`src/rtl/sdp_brdma_pkg.sv`:
```
// -----------------------------------------------------------------------------
// sdp_brdma_pkg
// Shared constants for the SDP bias-read DMA egress slice.
//   - context field positions for the 16-bit context-queue entry
//   - egress FSM state encoding
//   - default response/output data width
// -----------------------------------------------------------------------------
package sdp_brdma_pkg;

  localparam int DW_DEFAULT    = 512;

  // Context layout: [11:0] beats-1, [14:12] reserved, [15] last request of layer
  localparam int CTX_BEATS_MSB = 11;
  localparam int CTX_LAYER_BIT = 15;
  localparam int BEAT_CNT_W    = CTX_BEATS_MSB + 1;

  localparam int PERF_W        = 32;

  typedef enum logic {
    EG_IDLE   = 1'b0,
    EG_STREAM = 1'b1
  } eg_state_e;

endpackage

```
`src/rtl/sdp_brdma_eg_pipe.sv`:
```
// -----------------------------------------------------------------------------
// sdp_brdma_eg_pipe
// Single-stage valid/ready output register carrying {data, last, layer_end}.
//
// Ports:
//   clk, rst_n      clock, asynchronous active-low reset
//   in_vld          load strobe; only asserted by the parent when pipe_free
//   in_data/last/layer_end  payload to capture
//   out_rdy         downstream ready
//   pipe_free       register empty or draining this cycle
//   out_vld/out_data/out_last/out_layer_end  registered output
// -----------------------------------------------------------------------------
module sdp_brdma_eg_pipe
  import sdp_brdma_pkg::*;
#(
  parameter int DW = DW_DEFAULT
) (
  input  logic          clk,
  input  logic          rst_n,
  input  logic          in_vld,
  input  logic [DW-1:0] in_data,
  input  logic          in_last,
  input  logic          in_layer_end,
  input  logic          out_rdy,
  output logic          pipe_free,
  output logic          out_vld,
  output logic [DW-1:0] out_data,
  output logic          out_last,
  output logic          out_layer_end
);

  assign pipe_free = !out_vld || out_rdy;

  // Payload only moves on a load, so it is held stable while stalled.
  always_ff @(posedge clk or negedge rst_n) begin
    if (!rst_n) begin
      out_vld       <= 1'b0;
      out_data      <= '0;
      out_last      <= 1'b0;
      out_layer_end <= 1'b0;
    end else if (in_vld) begin
      out_vld       <= 1'b1;
      out_data      <= in_data;
      out_last      <= in_last;
      out_layer_end <= in_layer_end;
    end else if (out_rdy) begin
      out_vld       <= 1'b0;
    end
  end

endmodule

```
`src/rtl/sdp_brdma_eg_unpack.sv`:
```
// -----------------------------------------------------------------------------
// sdp_brdma_eg_unpack
// Egress stage of the SDP bias-read DMA. Pops one context per DMA request
// from the context queue and frames the matching read-response beats,
// tagging the final beat of each request (last) and of each layer
// (layer_end), through a single output register stage.
//
// Optional feature macro: SDP_BRDMA_EG_PERF_EN
//   defined   -> saturating 32-bit accepted-beat and popped-context counters
//   undefined -> eg_perf_beats / eg_perf_ctx tied to 0, no counter flops
//
// Handshake rule on every interface: a transfer happens on a rising clock
// edge where pvld and prdy are both high; a producer holds pvld and pd
// stable until that edge, and no prdy depends on its own interface's pvld.
//
// Ports:
//   nvdla_core_clk, nvdla_core_rstn        clock, async active-low reset
//   cq2eg_pvld/prdy/pd                     context queue pop interface
//   dma_rd_rsp_pvld/prdy/pd                DMA read-response beats
//   eg_out_pvld/prdy/pd/last/layer_end     framed output stream
//   eg_idle                                no context held, output empty
//   eg_perf_beats, eg_perf_ctx             performance counters
// -----------------------------------------------------------------------------
module sdp_brdma_eg_unpack
  import sdp_brdma_pkg::*;
#(
  parameter int DW    = DW_DEFAULT,
  parameter int CTX_W = 16
) (
  input  logic              nvdla_core_clk,
  input  logic              nvdla_core_rstn,
  input  logic              cq2eg_pvld,
  output logic              cq2eg_prdy,
  input  logic [CTX_W-1:0]  cq2eg_pd,
  input  logic              dma_rd_rsp_pvld,
  output logic              dma_rd_rsp_prdy,
  input  logic [DW-1:0]     dma_rd_rsp_pd,
  output logic              eg_out_pvld,
  input  logic              eg_out_prdy,
  output logic [DW-1:0]     eg_out_pd,
  output logic              eg_out_last,
  output logic              eg_out_layer_end,
  output logic              eg_idle,
  output logic [PERF_W-1:0] eg_perf_beats,
  output logic [PERF_W-1:0] eg_perf_ctx
);

  eg_state_e             state;
  logic [BEAT_CNT_W-1:0] beat_cnt;
  logic                  layer_flag;

  logic pipe_free;
  logic out_vld;
  logic cnt_zero;
  logic beat_acc;
  logic fin;
  logic ctx_pop;

  // Reserved context bits carry no meaning here.
  logic ctx_rsvd_unused;
  assign ctx_rsvd_unused = ^cq2eg_pd[CTX_LAYER_BIT-1:CTX_BEATS_MSB+1];

  assign cnt_zero        = (beat_cnt == '0);
  assign dma_rd_rsp_prdy = (state == EG_STREAM) && pipe_free;
  assign beat_acc        = dma_rd_rsp_pvld && dma_rd_rsp_prdy;
  assign fin             = beat_acc && cnt_zero;
  // Popping on the final beat lets the next request start without a bubble.
  assign cq2eg_prdy      = (state == EG_IDLE) || fin;
  assign ctx_pop         = cq2eg_pvld && cq2eg_prdy;

  // In STREAM a pop can only coincide with fin, so the pop branch also
  // covers the back-to-back hand-over.
  always_ff @(posedge nvdla_core_clk or negedge nvdla_core_rstn) begin
    if (!nvdla_core_rstn) begin
      state      <= EG_IDLE;
      beat_cnt   <= '0;
      layer_flag <= 1'b0;
    end else if (ctx_pop) begin
      state      <= EG_STREAM;
      beat_cnt   <= cq2eg_pd[CTX_BEATS_MSB:0];
      layer_flag <= cq2eg_pd[CTX_LAYER_BIT];
    end else if (fin) begin
      state      <= EG_IDLE;
    end else if (beat_acc) begin
      beat_cnt   <= beat_cnt - 1'b1;
    end
  end

  sdp_brdma_eg_pipe #(
    .DW (DW)
  ) u_pipe (
    .clk           (nvdla_core_clk),
    .rst_n         (nvdla_core_rstn),
    .in_vld        (beat_acc),
    .in_data       (dma_rd_rsp_pd),
    .in_last       (cnt_zero),
    .in_layer_end  (layer_flag && cnt_zero),
    .out_rdy       (eg_out_prdy),
    .pipe_free     (pipe_free),
    .out_vld       (out_vld),
    .out_data      (eg_out_pd),
    .out_last      (eg_out_last),
    .out_layer_end (eg_out_layer_end)
  );

  assign eg_out_pvld = out_vld;
  assign eg_idle     = (state == EG_IDLE) && !out_vld;

`ifdef SDP_BRDMA_EG_PERF_EN
  logic [PERF_W-1:0] perf_beats_q;
  logic [PERF_W-1:0] perf_ctx_q;

  // Both counters saturate at all-ones rather than wrapping.
  always_ff @(posedge nvdla_core_clk or negedge nvdla_core_rstn) begin
    if (!nvdla_core_rstn) begin
      perf_beats_q <= '0;
      perf_ctx_q   <= '0;
    end else begin
      if (beat_acc && (perf_beats_q != '1)) perf_beats_q <= perf_beats_q + 1'b1;
      if (ctx_pop  && (perf_ctx_q   != '1)) perf_ctx_q   <= perf_ctx_q + 1'b1;
    end
  end

  assign eg_perf_beats = perf_beats_q;
  assign eg_perf_ctx   = perf_ctx_q;
`else
  assign eg_perf_beats = '0;
  assign eg_perf_ctx   = '0;
`endif

endmodule

```
`config.mk`:
```
export PLATFORM = sky130hd
export DESIGN_NAME = sdp_brdma_eg_unpack
export DESIGN_NICKNAME = d
export VERILOG_FILES = /design/src/rtl/sdp_brdma_pkg.sv /design/src/rtl/sdp_brdma_eg_pipe.sv /design/src/rtl/sdp_brdma_eg_unpack.sv
export SDC_FILE = /design/constraint.sdc
export NUM_CORES = 1
export LEC_CHECK = 0
export BUFFER_PORTS_ARGS = -buffer_cell sky130_fd_sc_hd__buf_2
export CAP_MARGIN = 10
export CORE_AREA = 2 2 436 438
export CTS_BUF_LIST = sky130_fd_sc_hd__clkbuf_2 sky130_fd_sc_hd__clkbuf_4 sky130_fd_sc_hd__clkbuf_8
export CTS_CLUSTER_SIZE = 28
export DETAILED_ROUTE_END_ITERATION = 7
export DIE_AREA = 0 0 438 440
export PLACE_DENSITY = 0.3
export SETUP_SLACK_MARGIN = 0.5
export SLEW_MARGIN = 25
export SYNTH_ARGS = -nofsm -noshare
export SYNTH_HDL_FRONTEND = slang
export SYNTH_HIERARCHICAL = 1
export SYNTH_SLANG_ARGS = --single-unit
```
`constraint.sdc`:
```
create_clock -name nvdla_core_clk -period 1.8 [get_ports nvdla_core_clk]
set_input_delay 0.09 -clock nvdla_core_clk [delete_from_list [all_inputs] [get_ports nvdla_core_clk]]
set_output_delay 0.09 -clock nvdla_core_clk [all_outputs]
set_load 0.05 [all_outputs]
```
==> results of run 1 <==
[final timing paths]
| kind | endpoint | depth (start not counted) | startpoint | slack, ns |
|---|---|---|---|---|
| setup / recovery | cq2eg_prdy | 7 | beat_cnt[0] | -0.54 |
| hold / removal | u_pipe/out_vld | 4 | eg_out_prdy | -0.30 |
| setup reg to reg | beat_cnt[5] | 13 | beat_cnt[0] | -0.53 |
| hold reg to reg | u_pipe/out_data[117] | 1 | u_pipe/out_data[117] | 0.50 |
| max in group asynchronous | u_pipe/out_data[511] | 6 | nvdla_core_rstn | 0.54 |
| min in group asynchronous | u_pipe/out_data[243] | 4 | nvdla_core_rstn | 0.46 |
[cells in the final DEF, fill, tap and decap left out, drive strengths merged, types with 3 or more instances in the layout]
cell         instances
dfrtp              529
inv                 10
nor2                 3
buf               1340
nor3                 6
o311ai               3
dlygate4sd3       1023
diode               14
nand3                4
nand2               13
o21ai                7
nand2b               5
conb                64
xor2                 3
a21oi                3
clkinv              13
clkbuf             197
nand4                4
mux2               519
[cells by family after synthesis]
logic type	count (synthesis)
buffers and inverters	128
AOI/OAI and AO/OA	19
adders and majority gates	2
and+or+nand+nor	46
other	1
xor gates and xnor gates	4
muxes	519
DFF	529
[final cells by class]
type | instances | area (um2) | area share [%]
Timing Repair Buffer | 2379 | 21300 | 43.8
Sequential cell | 529 | 13300 | 27.3
Multi-Input combinational cell | 654 | 8480 | 17.4
Tap cell | 2511 | 3140 | 6.45
Clock buffer | 181 | 2200 | 4.51
Clock inverter | 18 | 174 | 0.357
Inverter | 5 | 40.0 | 0.0822
Antenna cell | 14 | 35.0 | 0.0720
Timing Repair inverter | 1 | 30.0 | 0.0617
[worst register-to-register path, delay by kind of cell (launching register included)]
family / cells / cell delay [ns]
compound gates: 1 / 0.15
fa+ha+maj: 1 / 0.13
buf+inv: 8 / 0.92
flops: 1 / 0.39
mux: 1 / 0.30
simple gates: 2 / 0.31
[routing by layer]
metal  up-vias  share of wire, %  track usage (%)
met2       564                49             19.8
li1       9207                 -                -
met3       171               6.6             3.78
met5         -             0.011                0
met4         2               2.9             4.35
met1      9959                41             14.2
[registers in the layout, indices dropped and copies added, names as in the netlist]
register,count
u_pipe/out_layer_end,1
u_pipe/out_vld,1
layer_flag,1
u_pipe/out_last,1
u_pipe/out_data,512
state,1
beat_cnt,12
[power by group through the flow]
stage                     clock [mW]  combinational (mW)  sequential [mW]
final                           14.0                20.4             15.5
after global routing            15.2                21.2             15.8
after CTS                       14.7                19.6             15.5
after detailed placement           0                15.7             15.5
after global placement             0                15.7             15.5
after floorplan                    0                4.20             22.0
[stage by stage]
stage	utilization, %	setup slack [ns]	total power [mW]	setup TNS [ns]	hold WS, ns
6_report	25.8	-0.541	49.9	-43.68	-0.300
5_1_grt	25.8	-0.718	52.2	-71.65	-0.371
4_1_cts	24.8	-0.738	49.8	-50.09	-0.410
3_5_place_dp	16.3	-0.0476	31.2	-1.12	0.0287
3_3_place_gp	16.3	-0.0303	31.3	-0.187	0.0350
2_1_floorplan	-	0.0593	26.2	0	-0.206
[what timing repair did]
| action | CTS | global route |
|---|---|---|
| setup endpoints to repair | 1047 | 1047 |
| gates cloned | 33 | 18 |
| hold endpoints to repair | 1056 | 2 |
| pin swaps | 7 | 4 |
| setup buffers | 101 | 56 |
| gates resized for setup | 475 | 254 |
==> flow_metrics.tcl, run 1 <==
set metrics [dict create \
    htreeDepth 3 \
    cp-start-kind "flop" \
    power.density_nw_per_um2 1030 \
    place.gp.congestion 0.793 \
    grt_pass1_vias 21699 \
    viasPerCell 3.16 \
    min_period_over_period_pct 130 \
    peakVddDrop_mv 0.549 \
    cpPeakStageDelay_ns 0.39 \
    cts-buffers-inserted 109 \
    synth_compound_area_share_pct 0.576 \
    drt-initial-drc-count 652 \
    p_leak_nw 22.9 \
    clock_latency_ns 0.85 \
    synth_mux_area_share_pct 32.6 \
    antenna_left 0 \
    synthXorXnorAreaFrac_pct 0.160 \
    numPortBuffers 1047 \
    crit_required_ns 1.71 \
    drt_first_pass_iters 6 \
    holdWs_ns -0.300 \
    grt_pass1_wl_um 163000 \
    rsz0062_at_grt "true" \
    clockRootBuffer "clkbuf_8" \
    period_minus_slack_ns 2.34 \
    fin_ws_ns -0.541 \
    ios 1115 \
    ctsHoldBuffers 1024 \
    synth_top_family_by_area "multiplexers" \
    fin_worst_skew_ns 0.0454 \
    end_kind "output port" \
    hpwl_um 88300 \
    grt_max_degree 71 \
    fin_nets 4214 \
    synth.area.top_cells "dfrtp_1 (60%), mux2_4 (24%), mux2_2 (8.5%), buf_4 (2.3%), buf_6 (2.1%)" \
    slew_viol_final 0 \
    setup_viol 452 \
    cts.sinks 529 \
    power.share.clock_pct 28.1 \
    power_frac_seq_pct 31.1 \
    synth_top_area_share_pct 60.4 \
    final_cell_area_um2 48700 \
    cap_violations 0 \
    synth_fa_ha_area_share_pct 0.114 \
    fmax_ghz 0.427 \
    antenna_found_initial 13 \
    arrival_ns 2.25 \
    synth_edf_count 0 \
    placed_cells 4847 \
    avgSynthCellArea_um2 17.6 \
    fill_cells 19985 \
    yosysMostFrequentCell "dfrtp_1" \
    synth-simple-area-share_pct 1.32 \
    die_h_um 440 \
    yosys_warnings 6 \
    routed_wl_um 121000 \
    initial_core_util_pct 11.6 \
    synth_top_area_cell "dfrtp_1" \
    netlist_instances 1248 \
    synthArstFlopShare_pct 100 \
    synth_seq_cells 529 \
    ys_top_cells_by_count "dfrtp_1 (529), mux2_4 (350), mux2_2 (166)" \
    clockBufferDepth 3 \
    cp_max_fo 2 \
    cts_tree "built" \
    violations "hold timing, setup timing" \
    crit_buf_inv 3 \
    grt_usage_pct 11.9 \
    outcome "complete, but fails checks" \
    num_rows 160 \
    finalHoldViolCount 2 \
    vias 19903 \
    holdCritPathClass "in -> reg" \
    ys_types 37 \
    clkTransAtPathRegs_ns 0.06 \
    final_layout_size_suffix_gt1_share_pct 56.4 \
    synth-main-ff-cell "dfrtp_1" \
    post_dp_cell_area_um2 30700 \
    swShare_pct 39.3 \
    syn2layout_area_growth_pct 122 \
    yosysSeqAreaShare_pct 60.4 \
    power_switching_mw 19.6 \
    internal_power_mw 30.3 \
    final_cells 6292 \
    crit_type "reg -> out" \
    grt_overflow 0 \
    crit_family "flip-flops" \
    die_area_um2 193000 \
    drc_errors 0 \
    coreArea_um2 189000 \
    worstPathCellList "inv_2, ha_4, nor3b_4, nand3_2, buf_6, o21ai_4, buf_12" \
    synth_area_um2 21900 \
    die_width_um 438 \
    share_comb_of_total_power_pct 40.8 \
    slowest_stage "dfrtp_1" \
    post_drt_wl_per_cell_um 19.2 \
]
No activity file was read; power rests on OpenSTA's default activity.
==> inputs of run 2 (changes only) <==
--- a/config.mk
+++ b/config.mk
@@ -13,5 +13,5 @@
 export DETAILED_ROUTE_END_ITERATION = 7
 export DIE_AREA = 0 0 438 440
-export PLACE_DENSITY = 0.3
+export PLACE_DENSITY = 0.31
 export SETUP_SLACK_MARGIN = 0.5
 export SLEW_MARGIN = 25
==> constraint.sdc (replaced) <==
create_clock -name nvdla_core_clk -period 1.8 [get_ports nvdla_core_clk]
set_input_delay 0.09 -clock nvdla_core_clk [delete_from_list [all_inputs] [get_ports nvdla_core_clk]]
set_output_delay 0.09 -clock nvdla_core_clk [all_outputs]
set_load 0.01 [all_outputs]
==> run 2 against run 1 <==
The flow still finishes with violations (hold timing, setup timing); critical endpoint is now layer_flag; critical path type is now reg -> reg; sequential power barely moved; clock-buffer cell count fell by 6; wire length fell by 8.8%; die area did not move; via count rose by 0.42%; non-clock buffer count rose by 55; clock skew rose by 0.020 ns; clock power rose by 5%; worst setup slack got worse by 0.081 ns; largest power group is now sequential cells.
==> flow_metrics.tcl, run 2 (synthesis results as in run 1) <==
set metrics [dict create \
    fin_nets 4270 \
    initial_core_util_pct 11.6 \
    outcome "complete, but fails checks" \
    cp-start-kind "flop" \
    drc_errors 0 \
    die_area_um2 193000 \
    peakVddDrop_mv 0.566 \
    top_regs "u_pipe/out_data: 512 flops, beat_cnt: 12 flops" \
    final_common_cell "dlygate4sd3_1" \
    post_dp_cell_area_um2 30700 \
    coreArea_um2 189000 \
    num_rows 160 \
    rsz0062_at_grt "true" \
    largest_reg_flops 512 \
    violations "hold timing, setup timing" \
    drt-initial-drc-count 553 \
    place.gp.congestion 0.810 \
    finalHoldViolCount 2 \
    setup_viol 517 \
    power.density_nw_per_um2 903 \
    fmax_ghz 0.413 \
    grt_overflow 0 \
    grt_max_degree 74 \
    clkTransAtPathRegs_ns 0.06 \
    crit_required_ns 2.53 \
    worstPathCellList "inv_2, ha_4, nor3b_4, nand3_2, buf_4, buf_4, buf_4, buf_4, buf_4, buf_4, a21boi_4, buf_12, mux2_4" \
    end_kind "flop" \
    antenna_left 0 \
    grt_pass1_vias 21886 \
    htreeDepth 3 \
    fin_worst_skew_ns 0.0653 \
    ctsHoldBuffers 1018 \
    final_cell_area_um2 49300 \
    crit_type "reg -> reg" \
    crit_buf_inv 8 \
    arrival_ns 3.15 \
    preCtsSetupSlack_ns -0.0414 \
    viasPerCell 3.15 \
    drt_first_pass_iters 4 \
    largest_register "u_pipe/out_data" \
    ios 1115 \
    clock_latency_ns 0.84 \
    holdCritPathClass "in -> reg" \
    hpwl_um 76600 \
    slew_viol_final 0 \
    post_drt_wl_per_cell_um 17.4 \
    clockBufferDepth 3 \
    grt_pass1_wl_um 154000 \
    routed_wl_um 110000 \
    cpPeakStageDelay_ns 0.40 \
    cp_max_fo 7 \
    slowest_stage "dfrtp_1" \
    layout_common_cells "dlygate4sd3_1 (1017), buf_2 (869), mux2_4 (510), dfrtp_1 (508), buf_6 (216)" \
    numPortBuffers 1047 \
    holdWs_ns -0.324 \
    clockRootBuffer "clkbuf_8" \
    path_common_cell "buf_4" \
    grt_usage_pct 10.9 \
    min_period_over_period_pct 135 \
    antenna_found_initial 11 \
    cts.sinks 529 \
    cts_tree "built" \
    fin_ws_ns -0.622 \
    p_leak_nw 23.3 \
    cts-buffers-inserted 110 \
    final_layout_size_suffix_gt1_share_pct 56.9 \
    crit_family "buffers and inverters" \
    die_width_um 438 \
    cap_violations 0 \
    die_h_um 440 \
    syn2layout_area_growth_pct 125 \
    vias 19987 \
    period_minus_slack_ns 2.42 \
]
run 2: cell count changes in the layout (fill, tap and decap cells not counted), moves of 7 or more:
cell       previous run  this run
mux2_2               31         8
buf_16               48        58
clkbuf_4             47        40
bufinv_16             0         7
buf_4                98       169
clkbuf_16            16         0
mux2_4              487       510
dfrtp_2              31        21
dfrtp_1             498       508
buf_6               173       216
buf_2               904       869
run 2: tightest hold or removal path, cell delays in order:
cell and delay [ns]:
buf_2 0.09, nand2b_1 0.13, buf_6 0.12, nand2b_4 0.05
run 2: worst paths after layout:
check	from	depth (start not counted)	slack [ns]	to
setup / recovery	beat_cnt[0]	13	-0.62	layer_flag
hold / removal	eg_out_prdy	4	-0.32	u_pipe/out_vld
setup reg to reg	beat_cnt[0]	13	-0.62	layer_flag
hold reg to reg	u_pipe/out_data[336]	1	0.50	u_pipe/out_data[336]
max in group asynchronous	nvdla_core_rstn	6	0.63	u_pipe/out_data[510]
min in group asynchronous	nvdla_core_rstn	4	0.53	u_pipe/out_data[406]
run 2: per-stage QoR:
stage          std cells  TNS [ns]  hold WS [ns]  total power, mW  util, %
2_1_floorplan       1311         0        -0.206             20.0        -
3_3_place_gp        4846     -2.54        0.0349             24.7     16.3
3_5_place_dp        4846    -0.313        0.0284             24.6     16.3
4_1_cts             6251    -99.79        -0.518             44.5     25.4
5_1_grt             6336   -166.61        -0.446             46.8     26.1
6_report            6340   -116.01        -0.324             44.5     26.1
run 2: routing by layer:
metal / vias to the layer above / routed length [um] / GRT usage, %
met2: 623 / 55500 / 18.8
met4: 2 / 3300 / 3.87
met5: - / 11 / 0
met3: 176 / 6150 / 2.68
met1: 9872 / 45400 / 13.1
li1: 9314 / - / -
run 2: area by class of cell:
| cell class | count | area, um2 |
|---|---|---|
| timing repair buffer | 2434 | 21800 |
| tap | 2511 | 3140 |
| multi-input combinational | 654 | 8560 |
| sequential | 529 | 13300 |
| inverter | 5 | 26.3 |
| fill | 19886 | 139000 |
| antenna | 9 | 22.5 |
| clock buffer | 175 | 2160 |
| timing repair inverter | 1 | 16.3 |
| clock inverter | 22 | 335 |
run 2: power breakdown:
group | switching, mW | internal, mW
Clock | 6.13 | 8.59
Sequential | 1.45 | 14.0
Combinational | 5.37 | 8.98
Total | 13.0 | 31.5
run 2: timing repair:
item	CTS	global route
cloned	48	0
gates resized for setup	551	167
pin swaps	5	5
endpoints found under the setup margin	1047	1047
hold endpoints to repair	1057	3
buffers inserted	142	80
==> inputs of run 3 (changes only) <==
==> constraint.sdc (replaced) <==
create_clock -name nvdla_core_clk -period 1.8 [get_ports nvdla_core_clk]
set_input_delay 0.18 -clock nvdla_core_clk [delete_from_list [all_inputs] [get_ports nvdla_core_clk]]
set_output_delay 0.18 -clock nvdla_core_clk [all_outputs]
set_load 0.1 [all_outputs]
==> run 3 against run 2 <==
The run still ends with hold timing, setup timing left; clock skew decreased by 0.012 ns; cell area increased by 8.9%; combinational power increased by 130%; wire length increased by 5.2%; via count decreased by 2.6%; worst hold slack improved by 0.13 ns; critical path type is now reg -> out.
==> flow_metrics.tcl, run 3 (synthesis results as in run 1) <==
set metrics [dict create \
    outcome "complete, but fails checks" \
    violations "hold timing, setup timing" \
    grt_overflow 0 \
    cp_max_fo 2 \
    arrival_ns 2.31 \
    antenna_left 0 \
    fmax_ghz 0.401 \
    final_cell_area_um2 53700 \
    ios 1115 \
    worst_pin_slew_ns 0.559 \
    final_common_cell "dlygate4sd3_1" \
    clkTransAtPathRegs_ns 0.06 \
    seq_area_um2 13300 \
    cts_tree "built" \
    routed_wl_um 116000 \
    clock_latency_ns 0.84 \
    syn2layout_area_growth_pct 145 \
    fin_nets 4070 \
    clockBufferDepth 3 \
    peakVddDrop_mv 0.731 \
    min_period_over_period_pct 138 \
    drt_first_pass_iters 4 \
    grt_pass1_vias 21626 \
    initial_core_util_pct 11.6 \
    num_rows 160 \
    drc_errors 0 \
    fin_worst_skew_ns 0.0529 \
    hpwl_um 81000 \
    finalHoldViolCount 2 \
    die_width_um 438 \
    end_kind "output port" \
    htreeDepth 3 \
    crit_required_ns 1.62 \
    power.density_nw_per_um2 1200 \
    relSlewSlack_pct 62.7 \
    crit_type "reg -> out" \
    viasPerCell 3.17 \
    vias 19466 \
    post_drt_wl_per_cell_um 18.9 \
    grt_usage_pct 11.5 \
    grt_max_degree 55 \
    place.gp.congestion 0.762 \
    layout_common_cells "dlygate4sd3_1 (788), buf_12 (533), buf_2 (528), dfrtp_1 (493), mux2_4 (482)" \
    cap_violations 0 \
    numPortBuffers 1047 \
    grt_pass1_wl_um 160000 \
    reg2reg_depth 12 \
    post_dp_cell_area_um2 30900 \
    setup_viol 531 \
    slew_viol_final 0 \
    cp-start-kind "flop" \
    p_leak_nw 24.7 \
    setup_tns_ns -114.06 \
    worstHoldPathCells 5 \
    drt-initial-drc-count 631 \
    die_area_um2 193000 \
    holdCritPathClass "in -> reg" \
    clockRootBuffer "clkbuf_8" \
    holdWs_ns -0.193 \
    cts-buffers-inserted 108 \
    fin_ws_ns -0.692 \
    fill_cells 19228 \
    antenna_found_initial 43 \
    rsz0062_at_grt "true" \
    period_minus_slack_ns 2.49 \
    largest_register "u_pipe/out_data" \
    top_regs "u_pipe/out_data: 512 flops, beat_cnt: 12 flops" \
    largest_reg_flops 512 \
    multi_input_area_um2 8490 \
    die_h_um 440 \
    cts.sinks 529 \
    ctsHoldBuffers 789 \
    final_layout_size_suffix_gt1_share_pct 61.5 \
    coreArea_um2 189000 \
]
## run 3: layout make-up
class | count | share of cell area [%]
diodes | 19 | 0.0886
well taps | 2511 | 5.86
repair buffers | 2235 | 48.7
clock inverters | 16 | 0.499
multi-input cells | 654 | 15.8
flip-flops and latches | 529 | 24.8
inverters | 5 | 0.0886
repair inverters | 2 | 0.0933
clock buffers | 178 | 4.12
## run 3: metrics by stage
| step | power [mW] | hold slack, ns | utilization, % | setup slack, ns | cells |
|---|---|---|---|---|---|
| after floorplan | 33.8 | -0.116 | - | -0.0664 | 1311 |
| after global placement | 38.8 | 0.175 | 16.4 | -0.157 | 4863 |
| after detailed placement | 38.7 | 0.176 | 16.4 | -0.138 | 4863 |
| after CTS | 64.1 | -0.356 | 27.5 | -0.857 | 6063 |
| after global routing | 66.7 | -0.293 | 28.4 | -0.882 | 6143 |
| final | 64.3 | -0.193 | 28.5 | -0.692 | 6149 |
## run 3: worst max-delay path: stages (launching register included)
cell and delay [ns]:
dfrtp_1 0.39, inv_2 0.09, ha_4 0.13, nor3b_4 0.21
nand3_2 0.13, buf_6 0.15, o21ai_4 0.18, buf_12 0.20
## run 3: worst paths after layout
kind | end | from | slack [ns]
setup / recovery | cq2eg_prdy | beat_cnt[0] | -0.69
hold / removal | u_pipe/out_vld | eg_out_prdy | -0.19
setup reg to reg | u_pipe/out_data[430] | u_pipe/out_vld | -0.33
hold reg to reg | layer_flag | layer_flag | 0.51
max in group asynchronous | u_pipe/out_data[396] | nvdla_core_rstn | 1.00
min in group asynchronous | u_pipe/out_data[300] | nvdla_core_rstn | 0.18
## run 3: what timing repair did
item | 4_1_cts | 5_1_grt
buffers inserted | 190 | 42
resized for setup | 2202 | 238
cloned | 27 | 25
endpoints found under the setup margin | 1047 | 1058
pin swaps | 4 | 13
endpoints found under the hold margin | 1056 | 2
## run 3: where the power goes
| group | internal, mW | switching (mW) | total [mW] | leakage, nW |
|---|---|---|---|---|
| sequential | 14.0 | 2.46 | 16.4 | 6.16 |
| combinational | 13.8 | 19.5 | 33.3 | 17.3 |
| clock | 8.58 | 6.08 | 14.7 | 1.31 |
| total | 36.4 | 28.0 | 64.3 | 24.7 |
## run 3: layer usage
metal	routed length [um]	vias up	share of wire, %	track usage [%]
met2	58700	686	51	19.4
met4	3870	2	3.3	4.35
met5	13	-	0.011	0
li1	-	8902	-	-
met1	46000	9638	40	13.5
met3	7620	238	6.6	3.70
